## src/rtl/fifo_pkg.sv

```systemverilog
// Shared constants and helpers for the parametrised synchronous FIFO.
package fifo_pkg;

    localparam int FIFO_DATA_W_DEF = 8;
    localparam int FIFO_DEPTH_DEF  = 16;

    function automatic int clog2(input int n);
        int r;
        r = 0;
        for (int i = 0; i < 32; i++) begin
            if ((1 << r) < n) r = r + 1;
        end
        return r;
    endfunction

    function automatic bit is_pow2(input int n);
        return (n > 0) && ((n & (n - 1)) == 0);
    endfunction

endpackage

```

## src/rtl/fifo_ram.sv

```systemverilog
// Simple dual-port storage: synchronous write, asynchronous read.
module fifo_ram
    import fifo_pkg::*;
#(
    parameter int DATA_W = FIFO_DATA_W_DEF,
    parameter int DEPTH  = FIFO_DEPTH_DEF,
    parameter int AW     = clog2(DEPTH)
) (
    input  logic              clk,
    input  logic              we,
    input  logic [AW-1:0]     waddr,
    input  logic [DATA_W-1:0] wdata,
    input  logic [AW-1:0]     raddr,
    output logic [DATA_W-1:0] rdata
);

    logic [DATA_W-1:0] mem [DEPTH];

    always_ff @(posedge clk) begin
        if (we) mem[waddr] <= wdata;
    end

    assign rdata = mem[raddr];

endmodule

```

## src/rtl/fifo_sync_param.sv

```systemverilog
// Parametrised single-clock FIFO with occupancy count, threshold
// flags, error pulses and optional first-word-fall-through read.
module fifo_sync_param
    import fifo_pkg::*;
#(
    parameter int DATA_W    = FIFO_DATA_W_DEF,
    parameter int DEPTH     = FIFO_DEPTH_DEF,
    parameter int AF_THRESH = 14,
    parameter int AE_THRESH = 2,
    parameter int FWFT      = 0,
    localparam int AW       = clog2(DEPTH)
) (
    input  logic              clk,
    input  logic              reset,
    input  logic              wr_en,
    input  logic              rd_en,
    input  logic [DATA_W-1:0] din,
    output logic [DATA_W-1:0] dout,
    output logic              full,
    output logic              empty,
    output logic              almost_full,
    output logic              almost_empty,
    output logic [AW:0]       count,
    output logic              overflow,
    output logic              underflow
);

    localparam logic [AW:0] FULL_T = (AW+1)'(DEPTH);
    localparam logic [AW:0] AF_T   = (AW+1)'(AF_THRESH);
    localparam logic [AW:0] AE_T   = (AW+1)'(AE_THRESH);

    if (!is_pow2(DEPTH) || DEPTH < 2) begin : g_bad_depth
        $error("fifo_sync_param: DEPTH must be a power of two >= 2");
    end
    if (AF_THRESH < 1 || AF_THRESH > DEPTH) begin : g_bad_af
        $error("fifo_sync_param: AF_THRESH out of range");
    end
    if (AE_THRESH < 0 || AE_THRESH > DEPTH - 1) begin : g_bad_ae
        $error("fifo_sync_param: AE_THRESH out of range");
    end

    logic [AW-1:0]     wr_ptr;
    logic [AW-1:0]     rd_ptr;
    logic [DATA_W-1:0] rd_data;
    logic              wr_ok;
    logic              rd_ok;

    assign full         = (count == FULL_T);
    assign empty        = (count == '0);
    assign almost_full  = (count >= AF_T);
    assign almost_empty = (count <= AE_T);

    // A write into a full FIFO is only legal when the head leaves on the same edge.
    assign rd_ok = rd_en && !empty;
    assign wr_ok = wr_en && (!full || rd_en);

    fifo_ram #(
        .DATA_W (DATA_W),
        .DEPTH  (DEPTH),
        .AW     (AW)
    ) u_ram (
        .clk    (clk),
        .we     (wr_ok),
        .waddr  (wr_ptr),
        .wdata  (din),
        .raddr  (rd_ptr),
        .rdata  (rd_data)
    );

    always_ff @(posedge clk) begin
        if (!reset) begin
            wr_ptr    <= '0;
            rd_ptr    <= '0;
            count     <= '0;
            overflow  <= 1'b0;
            underflow <= 1'b0;
        end else begin
            if (wr_ok) wr_ptr <= wr_ptr + 1'b1;
            if (rd_ok) rd_ptr <= rd_ptr + 1'b1;
            case ({wr_ok, rd_ok})
                2'b10:   count <= count + 1'b1;
                2'b01:   count <= count - 1'b1;
                default: count <= count;
            endcase
            overflow  <= wr_en && !wr_ok;
            underflow <= rd_en && !rd_ok;
        end
    end

    if (FWFT != 0) begin : g_fwft
        assign dout = empty ? '0 : rd_data;
    end else begin : g_std
        logic [DATA_W-1:0] dout_q;

        always_ff @(posedge clk) begin
            if (!reset) begin
                dout_q <= '0;
            end else if (rd_ok) begin
                dout_q <= rd_data;
            end
        end

        assign dout = dout_q;
    end

endmodule

```

## config.mk

```make
export PLATFORM = sky130hd
export DESIGN_NAME = fifo_sync_param
export DESIGN_NICKNAME = d
export VERILOG_FILES = /design/src/rtl/fifo_pkg.sv /design/src/rtl/fifo_ram.sv /design/src/rtl/fifo_sync_param.sv
export SDC_FILE = /design/constraint.sdc
export NUM_CORES = 1
export LEC_CHECK = 0
export ABC_AREA = 0
export CAP_MARGIN = 20
export CELL_PAD_IN_SITES_DETAIL_PLACEMENT = 0
export CELL_PAD_IN_SITES_GLOBAL_PLACEMENT = 1
export CORE_MARGIN = 2
export CORE_UTILIZATION = 35
export CTS_CLUSTER_DIAMETER = 80
export DETAILED_ROUTE_END_ITERATION = 8
export HOLD_SLACK_MARGIN = 0.06
export PLACE_DENSITY = 0.7
export SKIP_CTS_REPAIR_TIMING = 1
export SLEW_MARGIN = 15
export SYNTH_ARGS = -nofsm -noshare
export SYNTH_HDL_FRONTEND = slang
export SYNTH_SLANG_ARGS = --single-unit
```

## constraint.sdc

```tcl
create_clock -name clk -period 5.3 [get_ports clk]
set_input_delay 1.06 -clock clk [delete_from_list [all_inputs] [get_ports clk]]
set_output_delay 1.06 -clock clk [all_outputs]
set_load 0.1 [all_outputs]
```

==> key figures, run 1 <==
Worst setup path
  • Critical-path top delay cell: clkdlybuf4s50_1
  • Crit path depth: 3
  • Worst path bufs/invs: 1
  • Required time worst endpoint: 4.24 ns
  • CP cell instances: or4_1, nor2_1, clkdlybuf4s50_1
  • Arrival @ worst endpoint: 2.89 ns
  • CP max FO: 7
  • Max incr delay on CP: 1.15 ns
  • Setup CP Type: flip-flop to primary output
  • Top delay family on crit path: buffers and inverters
  • CP startpoint kind: flip-flop
  • Capturing element type of the critical path: primary output
  • Reg2Reg Depth: 9

Synthesis
  • Post-synth top flop: edfxtp_1
  • Yosys reg bits: 151
  • Number of synthesized flops with an enable pin: 128
  • Syn nets: 391
  • Mean Syn Cell Area: 16.4 um2
  • Yosys warnings: 0
  • Mapped Area: 6050 um2
  • Syn Inst Count: 369
  • Synth cell types: 42
  • Synth async-reset ratio: 0%
  • Register area share after synthesis: 71.1%

STA
  • Final setup viols: 0
  • Skew final: 0.00874 ns
  • Final hold violations: 0
  • Worst slew margin: 34.0%
  • Final worst path period share: 74.5%
  • Hold WS: 0.530 ns
  • RSZ-0062 raised after global routing: false
  • Setup_tns: 0 ns
  • Tightest Pin Transition: 0.986 ns
  • Max-slew violation count: 0
  • Final worst path period need: 3.95 ns
  • FMAX: 253 MHz

Detailed routing
  • Final wirelength: 12.5 mm
  • Wire length per cell: 19.5 um
  • DRC: 0
  • 1st-iter DRT viols: 274
  • Vias: 3258
  • First drt pass iteration count: 4
  • Vias per Instance: 5.09
  • Post-route ant nets: 0

Placed design
  • DP Area: 6570 um2
  • PortBufs: 30
  • Gpl congestion: 0.775
  • DPL Wire Length: 7.92 mm

GRT
  • Largest net degree at the start of global routing: 43
  • Gr usage total: 14.8%
  • Grt total ovfl: 0
  • Initial antenna violation count: 0
  • Vias in the first global route: 3267
  • First-pass GRT wire length: 19.4 mm

Floorplan
  • Row cnt: 48
  • Core footprint: 17100 um2
  • Die height: 136 um
  • Die Area: 18400 um2
  • Die X: 136 um
  • Num ports: 31
  • Initial Util: 35.4%

Hold path
  • Worst Hold Depth: 2
  • Hold/Removal Path Class: flip-flop to flip-flop

Clocking
  • CTS tree: built
  • Clk slew on worst S/H paths: 0.06 ns
  • CTS H-tree lvls: 4
  • Clk Latency, worst-skew pair: 0.42 ns
  • CTS Buf Count: 17
  • CTS Sinks: 151
  • Clk buf depth: 2
  • Root Driver: clkbuf_16

Job
  • Max Cap Viol: 0

Final layout
  • Final instance area: 7200 um2
  • Layout Nets: 425
  • Layout cell share with drive strength beyond 1: 14.7%
  • Diode count: 0
  • Area Overhead vs Synth: 18.9%

Power
  • Total power draw: 0.00381 W
  • Clock power share: 33.4%
  • NetSw: 0.00136 W
  • Switching portion of total power: 35.6%
  • Worst vdd ir: 0.000460 V
  • Pleak: 2.28 nW
  • Int Pwr: 0.00245 W
  • Pwr dens: 529 nW/um2
  • Sequential power share: 37.4%
  • Comb pwr share: 29.2%

Run status
  • Status: completed
-- worst min-delay path: cells and delay by family (launching register included) --
family / cells / cell delay [ns]
AOI/OAI and AO/OA: 1 / 0.05
and+or+nand+nor: 1 / 0.07
DFF: 1 / 0.36
-- area by class of cell --
class / count / area (um2)
fill: 1545 / 9920
sequential: 151 / 4310
multi-input combinational: 192 / 1630
clock buffer: 18 / 429
timing repair buffer: 36 / 343
tap: 225 / 282
clock inverter: 13 / 194
inverter: 5 / 20.0
-- synthesized netlist by cell type, types with 2 or more instances --
library cell	number	area, um2
clkbuf_2	3	15.0
nand3_1	5	25.0
mux4_2	16	360
mux2i_1	35	350
o21ai_0	10	50.1
buf_2	5	25.0
buf_6	2	22.5
dfxtp_1	23	460
a21boi_1	2	15.0
ha_1	9	113
a21oi_1	10	50.1
xnor2_1	6	52.6
clkbuf_1	9	33.8
nand2_1	13	48.8
inv_1	3	11.3
nor3_1	15	75.1
and2_1	6	37.5
nor2b_1	4	25.0
edfxtp_1	128	3840
nor2_1	15	56.3
o22ai_1	16	100
a22oi_1	8	60.1
buf_1	2	7.51
nand2b_1	3	18.8
o21a_1	4	30.0
-- cell families after synthesis --
kind of cell	after synthesis	share of synthesized area, %
AOI/OAI and AO/OA	57	6.45
xor gates and xnor gates	7	1.01
adders and majority gates	10	2.19
buffers and inverters	26	2.05
DFF	151	71.1
muxes	51	11.7
and+or+nand+nor	67	5.48
-- cells in the final DEF, fill, tap and decap left out, types with 6 or more instances in the layout --
| master | n |
|---|---|
| nand2_1 | 13 |
| a22oi_1 | 8 |
| mux2i_1 | 35 |
| and2_1 | 6 |
| nor3_1 | 15 |
| edfxtp_1 | 128 |
| mux4_2 | 16 |
| clkbuf_16 | 17 |
| clkdlybuf4s50_1 | 30 |
| ha_1 | 9 |
| a21oi_1 | 10 |
| xnor2_1 | 6 |
| nor2_1 | 15 |
| dfxtp_1 | 22 |
| o22ai_1 | 16 |
| o21ai_0 | 10 |
-- worst paths after layout --
| kind | end | slack, ns | startpoint |
|---|---|---|---|
| min reg2reg | wr_ptr[1]$_SDFFE_PN0P_ | 0.53 | wr_ptr[1]$_SDFFE_PN0P_ |
| min | wr_ptr[1]$_SDFFE_PN0P_ | 0.53 | wr_ptr[1]$_SDFFE_PN0P_ |
| max reg2reg | count[4]$_SDFFE_PN0P_ | 1.90 | count[0]$_SDFFE_PN0P_ |
| max | empty | 1.35 | count[0]$_SDFFE_PN0P_ |
-- per-layer routing --
layer	GRT usage [%]	wire length, um	vias to the layer above
met2	22.7	5910	88
li1	-	-	1510
met4	5.61	160	0
met3	4.00	615	12
met1	20.3	5770	1648
met5	0	0	-
-- power by group through the flow --
| stage | clock network [W] | logic, W | registers, W |
|---|---|---|---|
| after floorplan | 0 | 0.000543 | 0.00177 |
| after global placement | 0 | 0.00110 | 0.00145 |
| after detailed placement | 0 | 0.00111 | 0.00145 |
| after CTS | 0.00129 | 0.00112 | 0.00143 |
| after global routing | 0.00134 | 0.00117 | 0.00144 |
| final | 0.00127 | 0.00111 | 0.00143 |
-- flip-flops by register name, summed over array words and instances, names as in the netlist --
signal / cells
count: 5
dout: 8
rd_ptr: 4
wr_ptr: 4
u_ram.mem: 128
overflow: 1
underflow: 1
-- stage by stage --
step / util [%] / setup WS (ns) / instances
floorplan: - / 0.0341 / 369
global placement: 38.4 / 1.68 / 608
detailed placement: 38.4 / 1.63 / 608
CTS: 42.0 / 1.32 / 639
global route: 42.1 / 1.24 / 640
finish: 42.1 / 1.35 / 640
(Power assumes the default switching activity.)
==> run 2, diff against run 1 <==
==> constraint.sdc (replaced) <==
create_clock -name clk -period 4.15 [get_ports clk]
set_input_delay 0.83 -clock clk [delete_from_list [all_inputs] [get_ports clk]]
set_output_delay 0.83 -clock clk [all_outputs]
set_load 0.1 [all_outputs]
==> key figures, run 2 (synthesized netlist as in run 1, its figures left out) <==
Worst setup path
  • Max incr delay on CP: 0.75 ns
  • Arrival @ worst endpoint: 3.69 ns
  • Capturing element type of the critical path: flip-flop
  • Critical-path top delay cell: or4_1
  • Worst path bufs/invs: 1
  • Required time worst endpoint: 4.49 ns
  • Top delay family on crit path: compound AO/OA/AOI/OAI gates
  • CP cell instances: or4_1, o21ai_4, inv_2, ha_1, fa_1, a21o_1, a21oi_1, mux2i_1, mux2i_1
  • Reg2Reg Depth: 9
  • Setup CP Type: flip-flop to flip-flop
  • R2R Path Start: count[0]$_SDFFE_PN0P_
  • Reg2Reg Setup Slack: 0.80 ns
  • Reg2Reg Capture Point: count[4]$_SDFFE_PN0P_
  • CP max FO: 13
  • CP startpoint kind: flip-flop
  • Most common cell on crit path: mux2i_1

STA
  • Final worst path period share: 80.6%
  • Worst slew margin: 34.0%
  • RSZ-0062 raised after global routing: false
  • Setup_tns: 0 ns
  • Final hold violations: 0
  • Max-slew violation count: 0
  • FMAX: 299 MHz
  • Final setup viols: 0
  • Skew final: 0.0192 ns
  • Final setup margin: 0.804 ns
  • Tightest Pin Transition: 0.986 ns
  • Hold WS: 0.517 ns
  • Final worst path period need: 3.35 ns

Detailed routing
  • 1st-iter DRT viols: 359
  • Post-route ant nets: 0
  • First drt pass iteration count: 4
  • Vias per Instance: 5.11
  • Vias: 3270
  • Final wirelength: 12.2 mm
  • DRC: 0
  • Wire length per cell: 19.0 um

Hold path
  • Hold Path End: wr_ptr[1]$_SDFFE_PN0P_
  • Hold/Removal Path Class: flip-flop to flip-flop
  • Min-delay src: wr_ptr[1]$_SDFFE_PN0P_
  • Worst Hold Depth: 2

Final layout
  • Most flops, register: u_ram.mem
  • Max FFs per register: 128
  • Final instance area: 7100 um2
  • Commonest non-fill, non-tap cell in the layout: edfxtp_1
  • Area Overhead vs Synth: 17.3%
  • Fillcell total: 1572
  • Diode count: 0
  • Layout Nets: 426
  • Most frequent cells in the layout: edfxtp_1 (128), mux2i_1 (35), clkdlybuf4s50_1 (28)
  • Layout cell share with drive strength beyond 1: 14.5%

GRT
  • Largest net degree at the start of global routing: 26
  • Grt total ovfl: 0
  • Gr usage total: 14.1%
  • Initial antenna violation count: 0
  • Vias in the first global route: 3213
  • First-pass GRT wire length: 18.5 mm

Power
  • Pwr dens: 647 nW/um2
  • Worst vdd ir: 0.000805 V
  • Pleak: 2.23 nW
  • Total power draw: 0.00459 W

Clocking
  • CTS Buf Count: 17
  • CTS Sinks: 151
  • CTS tree: built
  • Clk slew on worst S/H paths: 0.06 ns
  • Clk buf depth: 2
  • Root Driver: clkbuf_16
  • Clk Latency, worst-skew pair: 0.42 ns
  • CTS H-tree lvls: 4

Job
  • Max Cap Viol: 0

Floorplan
  • Row cnt: 48
  • Die X: 136 um
  • Die height: 136 um
  • Num ports: 31
  • Core footprint: 17100 um2
  • Die Area: 18400 um2
  • Initial Util: 35.4%

Placed design
  • PortBufs: 30
  • DPL Wire Length: 7.96 mm
  • Setup Slack @ Placement: 0.655 ns
  • Gpl congestion: 0.748
  • DP Area: 6580 um2

Run status
  • Status: completed
-- run 2: per-stage QoR --
step                      cells  utilization [%]
after floorplan             369                -
after global placement      609             38.4
after detailed placement    609             38.4
after CTS                   639             41.5
after global routing        640             41.5
final                       640             41.5
-- run 2: worst max-delay path by stage --
stage	cells after the start	slack [ns]	start	end
final	9	0.80	count[0]$_SDFFE_PN0P_	count[4]$_SDFFE_PN0P_
after global routing	9	0.61	count[0]$_SDFFE_PN0P_	count[4]$_SDFFE_PN0P_
after CTS	9	0.78	count[0]$_SDFFE_PN0P_	count[4]$_SDFFE_PN0P_
after detailed placement	10	0.66	rd_en	count[4]$_SDFFE_PN0P_
after global placement	10	0.75	rd_en	count[4]$_SDFFE_PN0P_
after floorplan	1	0.50	count[1]$_SDFFE_PN0P_	almost_empty
-- run 2: routing by layer --
layer / global-route usage [%] / routed length (um) / part of all wire, % / vias to the layer above
met5: 0 / 0 / 0 / -
met4: 4.86 / 105 / 0.86 / 0
met3: 3.93 / 775 / 6.4 / 11
met2: 21.1 / 5570 / 46 / 100
met1: 20.0 / 5710 / 47 / 1657
li1: - / - / - / 1502
-- run 2: layout make-up --
class	instances	area [um2]	share of cell area (%)
clock buffer	19	433	6.09
clock inverter	11	86.3	1.22
inverter	5	20.0	0.282
multi-input combinational	192	1630	23.0
sequential	151	4310	60.6
tap	225	282	3.96
timing repair buffer	37	345	4.86
-- run 2: power breakdown --
part	internal, W	total (W)	switching (W)
Combinational	0.000381	0.00141	0.00103
Sequential	0.00174	0.00182	0.0000846
Clock	0.000805	0.00136	0.000556
-- run 2: worst register-to-register path, cell delays in order (launching register included) --
cell and delay, ns:
dfxtp_1 0.39, or4_1 0.75, o21ai_4 0.43, inv_2 0.17, ha_1 0.33, fa_1 0.43, a21o_1 0.17, a21oi_1 0.17
mux2i_1 0.25, mux2i_1 0.19
